File: src/rtl/mux_rr_arbiter_pkg.sv
// Shared definitions for the round-robin mux arbiter.
// Holds the IDLE/BUSY state encoding used by the sequencer.
package mux_rr_arbiter_pkg;

    typedef enum logic {
        IDLE = 1'b0,
        BUSY = 1'b1
    } state_e;

endpackage

File: src/rtl/mux_rr_arbiter_if.sv
// Bundle between requesters, the arbiter and the shared sink.
// master: drives req/data_in, observes grant and muxed output.
// slave : the arbiter; samples req/data_in, drives gnt, sel,
//         busy, out_valid and out_data.
interface mux_rr_arbiter_if #(
    parameter int N  = 4,
    parameter int DW = 8
);
    localparam int SW = (N > 1) ? $clog2(N) : 1;

    logic [N-1:0]    req;
    logic [N*DW-1:0] data_in;
    logic [N-1:0]    gnt;
    logic [SW-1:0]   sel;
    logic            busy;
    logic            out_valid;
    logic [DW-1:0]   out_data;

    modport master (
        output req, data_in,
        input  gnt, sel, busy, out_valid, out_data
    );

    modport slave (
        input  req, data_in,
        output gnt, sel, busy, out_valid, out_data
    );

endinterface

File: src/rtl/mux_rr_arbiter_rr_pick_first.sv
// Rotating first-set-bit finder: scans mask from start upward,
// modulo N. Ports: mask, start in; found, idx out (combinational).
module mux_rr_arbiter_rr_pick_first #(
    parameter int N  = 4,
    parameter int SW = 2
) (
    input  logic [N-1:0]  mask,
    input  logic [SW-1:0] start,
    output logic          found,
    output logic [SW-1:0] idx
);

    logic [2*N-1:0] dbl;
    logic [N-1:0]   rot;
    logic [SW-1:0]  off;
    logic [SW:0]    sum;

    // rot[k] = mask[(start + k) mod N]
    assign dbl = {mask, mask};
    assign rot = dbl[start +: N];

    always_comb begin
        off = '0;
        for (int k = N - 1; k >= 0; k--) begin
            if (rot[k]) begin
                off = SW'(k);
            end
        end
    end

    // Un-rotate the offset back to an absolute index.
    assign found = |rot;
    assign sum   = {1'b0, start} + {1'b0, off};
    assign idx   = (sum >= (SW+1)'(N)) ? SW'(sum - (SW+1)'(N))
                                       : SW'(sum);

endmodule

File: src/rtl/mux_rr_arbiter.sv
// Round-robin arbiter sharing one N:1 mux tree among N requesters.
// Ports: clk, rst_n (async low); bus (slave) carries req, data_in,
//        gnt, sel, busy, out_valid, out_data.
module mux_rr_arbiter
    import mux_rr_arbiter_pkg::*;
#(
    parameter int N        = 4,
    parameter int DW       = 8,
    parameter int MAX_HOLD = 8
) (
    input  logic             clk,
    input  logic             rst_n,
    mux_rr_arbiter_if.slave  bus
);

    localparam int SW = (N > 1) ? $clog2(N) : 1;
    localparam int HW = $clog2(MAX_HOLD + 1);
    localparam int NP = 1 << SW;

    state_e        state_q, state_d;
    logic [N-1:0]  gnt_q, gnt_d;
    logic [SW-1:0] sel_q, sel_d;
    logic [SW-1:0] ptr_q, ptr_d;
    logic [HW-1:0] hold_q, hold_d;

    logic [N-1:0]  cand;
    logic          found;
    logic [SW-1:0] pick;
    logic [SW-1:0] pick_inc;

    // While busy the current grantee is masked out; on release
    // its req bit is already zero, so one mask serves both cases.
    assign cand = (state_q == BUSY)
                ? (bus.req & ~(N'(1) << sel_q))
                : bus.req;

    mux_rr_arbiter_rr_pick_first #(
        .N  (N),
        .SW (SW)
    ) u_pick (
        .mask  (cand),
        .start (ptr_q),
        .found (found),
        .idx   (pick)
    );

    assign pick_inc = (pick == SW'(N - 1)) ? '0 : pick + 1'b1;

    always_comb begin
        state_d = state_q;
        gnt_d   = gnt_q;
        sel_d   = sel_q;
        ptr_d   = ptr_q;
        hold_d  = hold_q;
        unique case (state_q)
            IDLE: begin
                if (found) begin
                    state_d = BUSY;
                    gnt_d   = N'(1) << pick;
                    sel_d   = pick;
                    ptr_d   = pick_inc;
                    hold_d  = HW'(1);
                end
            end
            BUSY: begin
                if (!bus.req[sel_q] || hold_q == HW'(MAX_HOLD)) begin
                    if (found) begin
                        gnt_d  = N'(1) << pick;
                        sel_d  = pick;
                        ptr_d  = pick_inc;
                        hold_d = HW'(1);
                    end else if (!bus.req[sel_q]) begin
                        state_d = IDLE;
                        gnt_d   = '0;
                    end
                end else begin
                    hold_d = hold_q + 1'b1;
                end
            end
            default: begin
                state_d = IDLE;
                gnt_d   = '0;
            end
        endcase
    end

    always_ff @(posedge clk or negedge rst_n) begin
        if (!rst_n) begin
            state_q <= IDLE;
            gnt_q   <= '0;
            sel_q   <= '0;
            ptr_q   <= '0;
            hold_q  <= '0;
        end else begin
            state_q <= state_d;
            gnt_q   <= gnt_d;
            sel_q   <= sel_d;
            ptr_q   <= ptr_d;
            hold_q  <= hold_d;
        end
    end

    // Binary tree of 2:1 muxes in heap order; node i has
    // children 2i+1 and 2i+2, root steered by the sel MSB.
    logic [DW-1:0] node [2*NP-1];

    for (genvar i = 0; i < NP - 1; i++) begin : g_node
        localparam int D = $clog2(i + 2) - 1;
        assign node[i] = sel_q[SW-1-D] ? node[2*i+2]
                                       : node[2*i+1];
    end

    for (genvar i = 0; i < NP; i++) begin : g_leaf
        if (i < N) begin : g_used
            assign node[NP-1+i] = bus.data_in[i*DW +: DW];
        end else begin : g_pad
            assign node[NP-1+i] = '0;
        end
    end

    assign bus.gnt       = gnt_q;
    assign bus.sel       = sel_q;
    assign bus.busy      = (state_q == BUSY);
    assign bus.out_valid = bus.busy & bus.req[sel_q];
    assign bus.out_data  = bus.out_valid ? node[0] : '0;

endmodule

File: src/flat_wrapper.sv
// flat-port wrapper written by rule: the top's interface ports become plain ports
module mux_rr_arbiter_flat import mux_rr_arbiter_pkg::*;
#(
    parameter int N        = 4,
    parameter int DW       = 8,
    parameter int MAX_HOLD = 8
)
  (clk, rst_n, bus_req, bus_data_in, bus_gnt, bus_sel, bus_busy, bus_out_valid, bus_out_data);
  mux_rr_arbiter_if #(.N(N), .DW(DW)) bus_i ();
  input  logic clk;
  input  logic rst_n;
  input wire logic [$bits(bus_i.req)-1:0] bus_req;
  input wire logic [$bits(bus_i.data_in)-1:0] bus_data_in;
  output wire logic [$bits(bus_i.gnt)-1:0] bus_gnt;
  output wire logic [$bits(bus_i.sel)-1:0] bus_sel;
  output wire logic [$bits(bus_i.busy)-1:0] bus_busy;
  output wire logic [$bits(bus_i.out_valid)-1:0] bus_out_valid;
  output wire logic [$bits(bus_i.out_data)-1:0] bus_out_data;
  assign bus_i.req = bus_req;
  assign bus_i.data_in = bus_data_in;
  assign bus_gnt = bus_i.gnt;
  assign bus_sel = bus_i.sel;
  assign bus_busy = bus_i.busy;
  assign bus_out_valid = bus_i.out_valid;
  assign bus_out_data = bus_i.out_data;
  mux_rr_arbiter #(.N(N), .DW(DW), .MAX_HOLD(MAX_HOLD)) u_core (.clk(clk), .rst_n(rst_n), .bus(bus_i));
endmodule
File: config.mk
export PLATFORM = sky130hd
export DESIGN_NAME = mux_rr_arbiter_flat
export DESIGN_NICKNAME = d
export VERILOG_FILES = /design/src/rtl/mux_rr_arbiter_pkg.sv /design/src/rtl/mux_rr_arbiter_if.sv /design/src/rtl/mux_rr_arbiter_rr_pick_first.sv /design/src/rtl/mux_rr_arbiter.sv /design/src/flat_wrapper.sv
export SDC_FILE = /design/constraint.sdc
export NUM_CORES = 1
export LEC_CHECK = 0
export ABC_CLOCK_PERIOD_IN_PS = 2400
export BUFFER_PORTS_ARGS = -buffer_cell sky130_fd_sc_hd__buf_2
export CORE_ASPECT_RATIO = 1.2
export CORE_MARGIN = 10
export CORE_UTILIZATION = 30
export CTS_CLUSTER_DIAMETER = 40
export DETAILED_ROUTE_END_ITERATION = 8
export PLACE_DENSITY = 0.6
export SETUP_SLACK_MARGIN = 0.3
export SYNTH_ARGS = -nofsm -noshare
export SYNTH_HDL_FRONTEND = slang
export SYNTH_SLANG_ARGS = --single-unit
File: constraint.sdc
create_clock -name clk -period 2.4 [get_ports clk]
set_input_delay 0.48 -clock clk [delete_from_list [all_inputs] [get_ports clk]]
set_output_delay 0.48 -clock clk [all_outputs]
set_load 0.05 [all_outputs]
==> Implementation_results.wiki <==
{| class="wikitable"
! Metric !! Value
|-
| Status || finished, final reports clean
|-
| Max Clock Skew || ~0.0051 ns
|-
| Top cell type's share of synthesized area || between 20 and 30%
|-
| Clk sink count || 13
|-
| Root Buffer Master || sky130_fd_sc_hd__clkbuf_8
|-
| I/O Pins || 54
|-
| Hold Path Class || in -> async
|-
| Uppermost routed layer || met4
|-
| Ys async rst share || 100%
|-
| Core Rows || 24
|-
| Die X-Extent || 76.0 um
|-
| Slew at the pin with the worst max-slew slack || between 0.3 and 0.4 ns
|-
| Total wire length after detailed routing || approximately 3900 um
|-
| Number of antenna violations at the first check in global routing || 0
|-
| CP arrival || 2.36 ns
|-
| Maximum level of the CTS H-tree || 1
|-
| Final Setup Violations || 0
|-
| Clock Tree Buf Depth || 2
|-
| Sequential fraction of the synthesis area || between 20% and 30%
|-
| Synth warn || 0
|-
| Number of failing hold endpoints at the final stage || 0
|-
| Most common flop cell mapped by yosys || sky130_fd_sc_hd__dfrtp_1
|-
| Number of I/O port buffers || 53
|-
| Global-route wire length before repair || about 6200 um
|-
| Detailed-route vias per instance || slightly below 5
|-
| R2R depth || 10
|-
| Max-cap check violation count || 0
|-
| Data required, critical path || about 2.5 ns
|-
| Count of different cell masters after synthesis || 37
|-
| Via count of the first global-routing pass || 1254
|-
| Critical Path Sink || u_core.ptr_q[1]
|-
| Violation count after the first detailed-routing iteration || 34
|-
| Final-layout setup total negative slack || 0 ns
|-
| Antenna Cells || 0
|-
| Pin count of the biggest net entering global routing || 14
|-
| Critical R2R Launch || u_core.bus.sel[0]
|-
| Post-route DRC violation count || 0
|-
| Period minus WS final || between 2 and 2.5 ns
|-
| Routed WL per cell || approximately 17 um
|-
| Number of nets with antenna violations after routing || 0
|-
| Slack of the worst reg-to-reg path || ~0.17 ns
|-
| Critical path startpoint || u_core.bus.sel[0]
|-
| Total via count after detailed routing || 1140
|-
| Mean cell area of the mapped netlist || ~11 um2
|-
| Sum of routed wire segments on met1 || between 1500 and 2000 um
|-
| Critical path class || reg -> reg
|-
| Height of the die || a little under 90 um
|-
| Clk_lat worst skew || about 0.24 ns
|-
| Max Clock Freq || between 400 and 500 MHz
|-
| Overall overflow remaining after global route || 0
|-
| Clock transition at the registers of the reported paths || roughly 0.060 ns
|-
| Amount of wire on met3 after detailed routing || 173 um
|-
| Worst Setup End Kind || flip-flop
|-
| Met2 Wirelength || ~2200 um
|-
| Die area || between 6000 and 7000 um2
|-
| Capturing point of the worst reg2reg path || u_core.ptr_q[1]
|-
| Top cells by area, synth || sky130_fd_sc_hd__dfrtp_1 29%, sky130_fd_sc_hd__mux4_1 14%, sky130_fd_sc_hd__mux4_2 6.0%
|-
| Setup repair after global routing missed its margin || true
|-
| Final net count || around 220
|-
| Kind of launch point of the worst setup path || flip-flop
|-
| Final max-slew violation count || 0
|-
| Gr usage total || roughly 11%
|-
| Synthesis-to-layout area growth || 72.6%
|-
| Critical path fanouts, max || 4
|-
| Initial Utilization || a little over 30%
|-
| HPWL after detailed placement || 2760 um
|-
| Routability congestion estimate || between 0.8 and 0.9
|-
| Share of layout cells above drive strength 1 || between 70% and 80%
|-
| Area of the core region || 3630 um2
|-
| Number of flip-flops and latches in the synthesized netlist || 13
|-
| Final worst path period share || between 90 and 100%
|-
| Post-synthesis instance area || around 1100 um2
|-
| CTS tree || built
|-
| Number of iterations in the first detailed-routing pass || 4
|-
| Number of flops mapped to enable cells by yosys || 0
|-
| Number of buffers inserted during clock tree synthesis || 3
|-
| Synthesized instance count || 105
|-
| Cell type with the largest total area after synthesis || sky130_fd_sc_hd__dfrtp_1
|-
| Worst slew margin relative to its limit || between 70 and 80%
|-
| Net Count, Synth || 148
|}
-- sequential cells by signal, summed over array words and instances (netlist names) --
register	count
u_core.bus.sel	2
u_core.bus.gnt	4
u_core.ptr_q	2
u_core.bus.busy	1
u_core.hold_q	4
-- per-layer routing --
metal / vias to the layer above / track usage [%]
met3: 2 / 2.38
li1: 545 / -
met5: - / 0
met4: 0 / 3.10
met2: 29 / 22.6
met1: 564 / 11.9
-- placed cells by master, fill, tap and decap left out, types with 3 or more instances in the layout --
master,instances
sky130_fd_sc_hd__and3_4,8
sky130_fd_sc_hd__clkbuf_8,3
sky130_fd_sc_hd__nand2_1,10
sky130_fd_sc_hd__buf_6,8
sky130_fd_sc_hd__dfrtp_2,3
sky130_fd_sc_hd__o21ai_0,3
sky130_fd_sc_hd__a21oi_2,3
sky130_fd_sc_hd__buf_4,14
sky130_fd_sc_hd__nor2_1,3
sky130_fd_sc_hd__buf_2,44
sky130_fd_sc_hd__inv_1,7
sky130_fd_sc_hd__mux2i_1,3
sky130_fd_sc_hd__dfrtp_1,9
sky130_fd_sc_hd__nand2b_4,4
sky130_fd_sc_hd__buf_8,7
sky130_fd_sc_hd__mux4_2,9
-- critical path: stages, from the launching register on --
cell and delay, ns:
sky130_fd_sc_hd__dfrtp_2 0.46, sky130_fd_sc_hd__buf_6 0.15, sky130_fd_sc_hd__nand2b_4 0.18, sky130_fd_sc_hd__o221ai_4 0.22
sky130_fd_sc_hd__buf_6 0.14, sky130_fd_sc_hd__nand2b_4 0.05, sky130_fd_sc_hd__maj3_2 0.35, sky130_fd_sc_hd__xnor2_4 0.21
sky130_fd_sc_hd__inv_2 0.08, sky130_fd_sc_hd__ha_4 0.26, sky130_fd_sc_hd__a21oi_2 0.04
-- Yosys cell counts (2+ instances only) --
cell type                   n
sky130_fd_sc_hd__o221ai_1   2
sky130_fd_sc_hd__ha_1       5
sky130_fd_sc_hd__mux4_2     3
sky130_fd_sc_hd__nor2b_1    2
sky130_fd_sc_hd__a21oi_1    5
sky130_fd_sc_hd__nand2b_1   4
sky130_fd_sc_hd__o21ai_1    2
sky130_fd_sc_hd__dfrtp_1   13
sky130_fd_sc_hd__mux4_1     6
sky130_fd_sc_hd__nor2_1     4
sky130_fd_sc_hd__inv_1      8
sky130_fd_sc_hd__nand2_1   11
sky130_fd_sc_hd__o21ai_0    4
sky130_fd_sc_hd__mux2_2     2
sky130_fd_sc_hd__a22o_1     2
sky130_fd_sc_hd__buf_2      2
sky130_fd_sc_hd__and3_1     8
sky130_fd_sc_hd__mux2i_1    3
-- cell type report --
| class | instances | area [um2] |
|---|---|---|
| flip-flops and latches | 13 | 333 |
| fillers | 328 | 1690 |
| clock buffers | 4 | 45.0 |
| repair buffers | 74 | 546 |
| inverters | 9 | 33.8 |
| multi-input cells | 79 | 926 |
| well taps | 52 | 65.1 |
-- repair_timing --
action	CTS	global route
hold buffers	0	0
endpoints found under the hold margin	0	0
endpoints found under the setup margin	12	19
cloned	2	0
buffers inserted	9	8
resized for setup	52	14
pin swaps	9	9
-- worst min-delay path by stage --
stage	cells past startpoint	to	slack (ns)	startpoint
6_report	1	u_core.bus.gnt[3]	0.12	rst_n
3_5_place_dp	1	u_core.hold_q[1]	0.39	rst_n
4_1_cts	1	u_core.bus.gnt[0]	0.13	rst_n
2_1_floorplan	0	u_core.bus.gnt[0]	0.18	rst_n
5_1_grt	1	u_core.bus.gnt[1]	0.13	rst_n
3_3_place_gp	1	u_core.hold_q[3]	0.38	rst_n
-- cell families (layout without fill, tap and decap cells) --
logic type / count (synthesis) / after routing / share of synthesized area [%]
adders and majority gates: 6 / 6 / 6.54
AOI/OAI and AO/OA: 23 / 23 / 15.9
DFF: 13 / 13 / 28.8
buffers and inverters: 14 / 87 / 5.88
muxes: 14 / 15 / 24.6
xor gates and xnor gates: 1 / 1 / 1.44
and+or+nand+nor: 34 / 34 / 16.9
-- metrics by stage --
stage / hold slack, ns / area [um2] / instances / utilization [%] / setup WS [ns]
floorplan: 0.184 / 1180 / 105 / - / 0.300
global placement: 0.379 / 1500 / 208 / 41.3 / 0.180
detailed placement: 0.390 / 1500 / 208 / 41.3 / 0.0757
CTS: 0.132 / 1870 / 223 / 51.5 / 0.162
global route: 0.133 / 1950 / 231 / 53.6 / 0.0861
finish: 0.123 / 1950 / 231 / 53.6 / 0.169
Power is left out: the tool's default activity adds up to more than one toggle a clock period on the data nets, which glitch-free logic cannot reach.
